$ cat config.mk
export PLATFORM = sky130hd
export DESIGN_NAME = egress_frame_scheduler
export DESIGN_NICKNAME = d
export VERILOG_FILES = /design/src/rtl/egress_frame_scheduler.sv
export SDC_FILE = /design/constraint.sdc
export NUM_CORES = 1
export LEC_CHECK = 0
export ABC_AREA = 1
export CORE_ASPECT_RATIO = 1.75
export CORE_MARGIN = 8
export CORE_UTILIZATION = 50
export CTS_CLUSTER_SIZE = 10
export DETAILED_ROUTE_END_ITERATION = 16
export GPL_TIMING_DRIVEN = 1
export PLACE_DENSITY = 0.76
export SYNTH_ARGS = -nofsm -noshare
export SYNTH_HDL_FRONTEND = slang
export SYNTH_SLANG_ARGS = --single-unit
$ cat constraint.sdc
create_clock -name clk_i -period 7.2 [get_ports clk_i]
set_input_delay 1.08 -clock clk_i [delete_from_list [all_inputs] [get_ports clk_i]]
set_output_delay 1.08 -clock clk_i [all_outputs]
set_load 0.01 [all_outputs]
$ cat src/rtl/egress_frame_scheduler.sv
// Frame-granular round-robin egress scheduler with a fixed inter-frame gap.
// Define EGRESS_SCHED_STATS_EN to add the tx_frames_o / underruns_o counters.
module egress_frame_scheduler #(
    parameter int P_PORTS     = 4,
    parameter int P_IFG       = 12,
    parameter int P_CNT_WIDTH = 8
) (
    input  logic                 clk_i,
    input  logic                 rstn_i,
    input  logic [P_PORTS-1:0]   frame_push_i,
    input  logic [P_PORTS-1:0]   q_empty_i,
    input  logic [P_PORTS*9-1:0] q_data_i,
    output logic [P_PORTS-1:0]   rd_o,
    output logic [P_PORTS-1:0]   grant_o,
    output logic [7:0]           tx_data_o,
    output logic                 tx_ctrl_o,
    output logic                 busy_o,
    output logic                 underrun_o,
    output logic                 cnt_ovf_o
`ifdef EGRESS_SCHED_STATS_EN
    ,
    output logic [31:0]          tx_frames_o,
    output logic [31:0]          underruns_o
`endif
);

    localparam int IDX_W = (P_PORTS > 1) ? $clog2(P_PORTS) : 1;
    localparam int GAP_W = (P_IFG > 1) ? $clog2(P_IFG) : 1;
    localparam logic [P_CNT_WIDTH-1:0] CNT_MAX = '1;

    // state | meaning: S_IDLE arbitrate | S_SEND pop granted frame | S_GAP forced idle
    localparam logic [1:0] S_IDLE = 2'd0;
    localparam logic [1:0] S_SEND = 2'd1;
    localparam logic [1:0] S_GAP  = 2'd2;

    logic [1:0]             state_q, state_d;
    logic [P_PORTS-1:0]     grant_q, grant_d;
    logic [IDX_W-1:0]       gidx_q, gidx_d;
    logic [IDX_W-1:0]       rr_q, rr_d;
    logic [GAP_W-1:0]       gap_q, gap_d;
    logic [7:0]             tx_data_q, tx_data_d;
    logic                   tx_ctrl_q, tx_ctrl_d;
    logic                   underrun_q, underrun_d;
    logic                   ovf_q, ovf_d;
    logic [P_CNT_WIDTH-1:0] cnt_q [P_PORTS];
    logic [P_CNT_WIDTH-1:0] cnt_d [P_PORTS];

    logic [P_PORTS-1:0]     pending;
    logic [P_PORTS-1:0]     grant_dec;
    logic                   found;
    logic [IDX_W-1:0]       sel_idx;
    logic [IDX_W:0]         arb_sum;
    logic [8:0]             cur_word;
    logic                   cur_empty;
    logic                   pop;
    logic                   pop_done;

    assign cur_word  = q_data_i[gidx_q*9 +: 9];
    assign cur_empty = q_empty_i[gidx_q];
    assign pop       = (state_q == S_SEND) && !cur_empty;
    assign pop_done  = pop && cur_word[0];

    always_comb begin
        for (int i = 0; i < P_PORTS; i++) begin
            pending[i] = (cnt_q[i] != '0);
        end
    end

    // Search starts at rr and wraps, so the first hit is the round-robin winner.
    always_comb begin
        found   = 1'b0;
        sel_idx = '0;
        arb_sum = '0;
        for (int k = 0; k < P_PORTS; k++) begin
            arb_sum = {1'b0, rr_q} + (IDX_W+1)'(k);
            if (arb_sum >= (IDX_W+1)'(P_PORTS)) begin
                arb_sum = arb_sum - (IDX_W+1)'(P_PORTS);
            end
            if (!found && pending[arb_sum[IDX_W-1:0]]) begin
                found   = 1'b1;
                sel_idx = arb_sum[IDX_W-1:0];
            end
        end
    end

    always_comb begin
        state_d    = state_q;
        grant_d    = grant_q;
        gidx_d     = gidx_q;
        rr_d       = rr_q;
        gap_d      = gap_q;
        tx_data_d  = tx_data_q;
        tx_ctrl_d  = 1'b0;
        underrun_d = 1'b0;
        grant_dec  = '0;
        case (state_q)
            S_IDLE: begin
                if (found) begin
                    grant_d            = '0;
                    grant_d[sel_idx]   = 1'b1;
                    gidx_d             = sel_idx;
                    grant_dec[sel_idx] = 1'b1;
                    rr_d    = (sel_idx == IDX_W'(P_PORTS-1)) ? '0 : sel_idx + IDX_W'(1);
                    state_d = S_SEND;
                end
            end
            S_SEND: begin
                if (cur_empty) begin
                    underrun_d = 1'b1;
                end else begin
                    tx_data_d = cur_word[8:1];
                    tx_ctrl_d = 1'b1;
                    if (cur_word[0]) begin
                        grant_d = '0;
                        if (P_IFG > 0) begin
                            gap_d   = GAP_W'(P_IFG - 1);
                            state_d = S_GAP;
                        end else begin
                            state_d = S_IDLE;
                        end
                    end
                end
            end
            S_GAP: begin
                if (gap_q == '0) begin
                    state_d = S_IDLE;
                end else begin
                    gap_d = gap_q - GAP_W'(1);
                end
            end
            default: state_d = S_IDLE;
        endcase
    end

    // A push and a grant in the same cycle cancel; saturation only on a net increment.
    always_comb begin
        ovf_d = 1'b0;
        for (int i = 0; i < P_PORTS; i++) begin
            cnt_d[i] = cnt_q[i];
            if (frame_push_i[i] && !grant_dec[i]) begin
                if (cnt_q[i] == CNT_MAX) begin
                    ovf_d = 1'b1;
                end else begin
                    cnt_d[i] = cnt_q[i] + P_CNT_WIDTH'(1);
                end
            end else if (grant_dec[i] && !frame_push_i[i]) begin
                cnt_d[i] = cnt_q[i] - P_CNT_WIDTH'(1);
            end
        end
    end

    always_ff @(posedge clk_i) begin
        if (!rstn_i) begin
            state_q    <= S_IDLE;
            grant_q    <= '0;
            gidx_q     <= '0;
            rr_q       <= '0;
            gap_q      <= '0;
            tx_data_q  <= '0;
            tx_ctrl_q  <= 1'b0;
            underrun_q <= 1'b0;
            ovf_q      <= 1'b0;
            for (int i = 0; i < P_PORTS; i++) begin
                cnt_q[i] <= '0;
            end
        end else begin
            state_q    <= state_d;
            grant_q    <= grant_d;
            gidx_q     <= gidx_d;
            rr_q       <= rr_d;
            gap_q      <= gap_d;
            tx_data_q  <= tx_data_d;
            tx_ctrl_q  <= tx_ctrl_d;
            underrun_q <= underrun_d;
            ovf_q      <= ovf_d;
            for (int i = 0; i < P_PORTS; i++) begin
                cnt_q[i] <= cnt_d[i];
            end
        end
    end

    always_comb begin
        rd_o = '0;
        if (pop) begin
            rd_o[gidx_q] = 1'b1;
        end
    end

    assign grant_o    = grant_q;
    assign tx_data_o  = tx_data_q;
    assign tx_ctrl_o  = tx_ctrl_q;
    assign busy_o     = (state_q != S_IDLE);
    assign underrun_o = underrun_q;
    assign cnt_ovf_o  = ovf_q;

`ifdef EGRESS_SCHED_STATS_EN
    logic [31:0] tx_frames_q, tx_frames_d;
    logic [31:0] underruns_q, underruns_d;

    assign tx_frames_d = pop_done ? tx_frames_q + 32'd1 : tx_frames_q;
    assign underruns_d = underrun_d ? underruns_q + 32'd1 : underruns_q;

    always_ff @(posedge clk_i) begin
        if (!rstn_i) begin
            tx_frames_q <= '0;
            underruns_q <= '0;
        end else begin
            tx_frames_q <= tx_frames_d;
            underruns_q <= underruns_d;
        end
    end

    assign tx_frames_o = tx_frames_q;
    assign underruns_o = underruns_q;
`endif

endmodule

## Yosys cells after proc, flatten, opt, wreduce, memory -nomap -nowiden

Memory sizes are Yosys's and may differ from the RTL's.
Index checks and enable logic that the tools add are counted.

| word-level totals | value |
|---|---|
| bits in registers | 25 |
| RAM bits | 32 |
| input bits | 46 |
| output and inout port bits | 20 |
| logic and storage cells | 170 |
| memories kept | 1 |

| operators by class | value |
|---|---|
| add/subtract/negate cells | 17 |
| multiply operators | 1 |
| magnitude comparators | 12 |
| equality and inequality tests | 12 |
| shift-type cells | 1 |
| mux-type cells | 71 |
| bitwise logic cells | 5 |
| reductions and logical operators | 41 |

Memories:

| name | depth | width | read ports | clocked after memory_dff | wr ports | RTL line | RTL |
|---|---|---|---|---|---|---|---|
| cnt_q | 4 | 8 | 4 | 0 | 4 | 45 | `logic [P_CNT_WIDTH-1:0] cnt_q [P_PORTS];` |

Operator list:

| operator | count |
|---|---|
| $mux W8 | 16 |
| $mux W4 | 9 |
| $shiftx A36 B7 Y9 | 1 |
| $add A8 B1 Y8 const B | 4 |
| $eq A8 B8 Y1 const B | 4 |
| $reduce_bool A8 Y1 | 4 |
| $sub A8 B1 Y8 const B | 4 |
| $mux W2 | 13 |
| $mux W1 | 23 |
| $lt A2 B3 Y1 const B | 6 |
| $pmux W4 S2 | 2 |
| $logic_and A1 B1 Y1 | 14 |
| $logic_not A1 Y1 | 12 |
| $reduce_and A4 Y1 | 3 |
| $bmux W1 S2 | 5 |
| $ne A2 B2 Y1 const B | 5 |
| $ge A3 B3 Y1 const B | 3 |
| $sub A2 B1 Y2 const B | 4 |
| $add A2 B2 Y3 const B | 2 |
| $mul A2 B4 Y6 const B | 1 |
| $pmux W2 S3 | 1 |
| $reduce_and A2 Y1 | 3 |
| $reduce_bool A2 Y1 | 3 |
| $demux W1 S2 | 2 |
| other kinds (11) | 16 |

## Depth between registers and ports, before layout

| logic depth | value |
|---|---|
| depth in word-level cells | 29 |
| gate-level depth with buffers | 26 |
| depth with buffers taken out | 26 |

## Least setup slack after synthesis

No wires, ideal clock.

| timing | value |
|---|---|
| path kind | register -> register |
| start | memory cnt_q[1][0] |
| end | memory cnt_q[0][6] |
| data arrival time | 3327 ps |
| required time | 7081 ps |
| path slack | 3754 ps |
| stages on the path, launching flop included | 26 |
| path buffers | 0 |
| path through | dfxtp_1 -> nor2_1 -> nand2_1 -> nor2_1 -> nand2_1 -> nand2_1 -> nor2_1 -> nor2_1 -> inv_1 -> nor3_1 -> nor2_1 -> xor2_1 -> nor2_1 -> inv_1 -> ha_1 -> nand3_2 -> nand2_1 -> ha_1 -> a21oi_1 -> and2_1 -> inv_1 -> a21oi_1 -> nor2_1 -> nor2_1 -> xor2_1 -> a21oi_1 |

RTL lines:

| element | RTL line |
|---|---|
| start: declaration | 45 |

## Final worst setup path

| timing | value |
|---|---|
| start | input q_empty_i[0] |
| end | output rd_o[3] |

| between the ends | value |
|---|---|
| longest elaborated chain between the ends | 5 |

Ends and longest elaborated chain:

| element | RTL line | RTL |
|---|---|---|
| start: declaration | 11 | `input logic [P_PORTS-1:0] q_empty_i,` |
| $bmux W1 S2 | 59 | `assign cur_empty = q_empty_i[gidx_q];` |
| $mux W1 (not written as such) | 59 |  |
| $logic_not A1 Y1 | 60 | `assign pop = (state_q == S_SEND) && !cur_empty;` |
| $logic_and A1 B1 Y1 | 60 |  |
| $mux W4 | 184 | `if (pop) begin` |
| end: declaration | 13 | `output logic [P_PORTS-1:0] rd_o,` |

Every way passes these cells. The select of a mux whose other input is x is not followed.

==> impl_metrics.toml <==
[power]
p_per_area_nw_per_um2 = 503
maximum_vdd_drop_v = 0.000234
total_power_mw = 2.47
power.static_leakage_nw = 2.22

[clock_network]
clock_sink_count = 57
clk_transition_reported_paths_ns = 0.05
longest_clk_path_bufs = 2
cts_buffers = 9
postCtsHoldBufs = 0
cts.repair.resized = 0
post_cts.repair.setup_buffers = 0
worst_skew_pair.late_latency_ns = 0.33
cts_root_buffer = "clkbuf_16"
cts_tree = "built"
clock_tree.htree_level_count = 3

[detailed_routing]
drt-initial-drc-count = 158
vias_per_cell = 5.51
vias = 3951
drt_wl_total_mm = 10.1
drt_pass1_iterations = 4
post_drt_wl_per_cell_um = 14.1
ant_nets = 0
detail_route.drc_violations = 0

[logic_synthesis]
ys.warnings.count = 0
yosysTopAreaCellShare_pct = 29.0
avgSynthCellArea_um2 = 7.04
synth_cell_types = 38
yosys.area.top_type = "dfxtp_1"
number_of_storage_elements_in_the_synthesis_netlist = 57
synth.area.top_cells = "dfxtp_1, nand2_1, ha_1, a21oi_1, nor2_1"
syn_nets = 638
synthCells = 559
post_synth_instance_area_um2 = 3930
seq_area_frac_synth_pct = 29.0

[timing]
slew-limit-headroom_pct = 47.5
fmax_mhz = 232
finalHoldWorstSlack_ns = 0.456
setup-violations-final = 0
share_of_the_cycle_needed_by_the_critical_path_after_routing_pct = 59.8
maxSlewViolCount = 0
setup_tns_ns = 0
rsz_0062_raised_after_global_routing = "false"
worst_slew_pin_tran_ns = 0.785
layout_min_cycle_time_ns = 4.31
worst_clock_skew_ns = 0.00512
hold_viol = 0

[die]
initial_utilization_pct = 50.4
design.die.area_um2 = 11100
floorplan.die.height_um = 133
core_ar_um2 = 7800
chipWidth_um = 83.1
rows = 43
io_pins = 66

[grt]
grt_max_degree = 44
first_global_vias = 3999
gr-total-overflow = 0
first_pass_grt_wire_length_mm = 17.5
gr-usage-all-layers_pct = 18.6
antenna_found_initial = 0

[worst_setup_path]
crit_fanout = 19
crit_path_start = "q_empty_i[0]"
path_class = "in -> out"
crit_required_ns = 6.12
worst-endpoint-arrival_ns = 3.23
rr_startpoint = "cnt_q[0][4]"
worst_setup_path_end_kind = "output pin"
critical_path.startpoint_type = "input pin"

[cells_and_area]
stdcell_count = 717
areaGrowthSynthToFinish_pct = 24.7
design.final.nets = 702
fin_area_um2 = 4910
n_diodes = 0
drive_above_1_share_pct = 6.06

[run_status]
run_status = "complete, no violations"

[place]
port_buffers = 65
placedInstanceArea_um2 = 4610
detailed_place_hpwl_mm = 7.65
numPlacedInstances = 702
routabilityCongestion = 0.870

[hold_path]
min_path_type = "reg -> reg"
hold_path_startpoint = "gap_q[0]"

[job]
max_cap_violation_count = 0
## synthesized netlist by cell type
| cell type | n |
|---|---|
| o211ai_1 | 1 |
| nand3b_1 | 1 |
| nor2_1 | 72 |
| o21ai_1 | 6 |
| clkinv_1 | 2 |
| o21ai_0 | 39 |
| nand4_1 | 15 |
| nand3_4 | 1 |
| buf_8 | 1 |
| nand2_1 | 100 |
| nor3_1 | 1 |
| xnor2_1 | 7 |
| o22ai_1 | 2 |
| a221oi_1 | 1 |
| a22oi_1 | 9 |
| nor2_4 | 1 |
| xor2_2 | 1 |
| nand2_2 | 6 |
| and2_1 | 1 |
| a21oi_1 | 59 |
| a31oi_1 | 7 |
| nand2_4 | 1 |
| clkbuf_1 | 5 |
| nor4_1 | 3 |
| inv_1 | 67 |
| a21oi_2 | 1 |
| nand3_2 | 9 |
| inv_2 | 1 |
| a21o_1 | 4 |
| ha_1 | 29 |
| buf_2 | 3 |
| a41oi_1 | 8 |
| nor2_2 | 2 |
| dfxtp_1 | 57 |
| fa_1 | 4 |
| buf_6 | 4 |
| nand3_1 | 15 |
| xor2_1 | 13 |
## worst paths after layout
path / end / slack, ns / depth (start not counted)
hold reg to reg: gap_q[0] / 0.46 / 1
setup reg to reg: cnt_q[2][6] / 3.14 / 24
hold / removal: gap_q[0] / 0.46 / 1
setup / recovery: rd_o[3] / 2.89 / 7
## where the power goes
part / switching, mW / internal (mW) / leakage (nW) / total, mW
sequential: 0.124 / 0.442 / 0.472 / 0.566
combinational: 0.889 / 0.588 / 1.60 / 1.48
clock: 0.140 / 0.283 / 0.148 / 0.423
total: 1.15 / 1.31 / 2.22 / 2.47
## area by class of cell
type / instances / area (um2)
fill: 691 / 2890
tap: 90 / 113
clock inverter: 3 / 40.0
multi-input combinational: 419 / 2440
sequential: 57 / 1140
timing repair buffer: 66 / 658
clock buffer: 12 / 256
inverter: 70 / 263
## layout by cell type (no fill, tap or decap), types with 2 or more instances in the layout
cell type / count
nand2_1: 100
nor2_1: 72
inv_1: 67
clkdlybuf4s50_1: 65
a21oi_1: 59
dfxtp_1: 57
o21ai_0: 39
ha_1: 29
nand4_1: 15
nand3_1: 15
xor2_1: 13
a22oi_1: 9
nand3_2: 9
clkbuf_16: 9
a41oi_1: 8
xnor2_1: 7
a31oi_1: 7
nand2_2: 6
o21ai_1: 6
a21o_1: 4
fa_1: 4
nor4_1: 3
o22ai_1: 2
nor2_2: 2
clkinv_1: 2
clkbuf_8: 2
clkinv_2: 2
## per-stage QoR
| step | setup slack, ns | util (%) |
|---|---|---|
| 6_report | 2.89 | 62.9 |
| 5_1_grt | 2.67 | 62.9 |
| 4_1_cts | 2.89 | 62.9 |
| 3_5_place_dp | 2.88 | 59.1 |
| 3_3_place_gp | 3.00 | 59.1 |
| 2_1_floorplan | 3.75 | - |
## state kept, by name, indices dropped and copies added, names as in the netlist
register / flops
tx_data_o: 8
state_q: 2
rr_q: 2
gap_q: 4
underrun_o: 1
cnt_q: 32
grant_o: 4
gidx_q: 2
tx_ctrl_o: 1
cnt_ovf_o: 1
## layer usage
layer / vias up / track usage (%) / wire length [um]
li1: 2000 / - / -
met1: 1816 / 18.1 / 3960
met2: 115 / 33.7 / 5160
met3: 20 / 6.91 / 712
met4: 0 / 8.45 / 257
met5: - / 0 / 0
## cell families after synthesis
logic type / after synthesis / synth area share (%)
buffers and inverters: 83 / 9.06
DFF: 57 / 29.0
AOI/OAI and AO/OA: 137 / 19.6
and+or+nand+nor: 228 / 26.2
xor gates and xnor gates: 21 / 4.87
adders and majority gates: 33 / 11.3
## worst max-delay path, cell delays in order
cell and delay [ns]:
clkdlybuf4s50_1 0.41, a22oi_1 0.22, nand3_1 0.14, nor2_2 0.49, inv_1 0.19, nor2_1 0.14
clkdlybuf4s50_1 0.55
No activity file was read; power rests on OpenSTA's default activity.
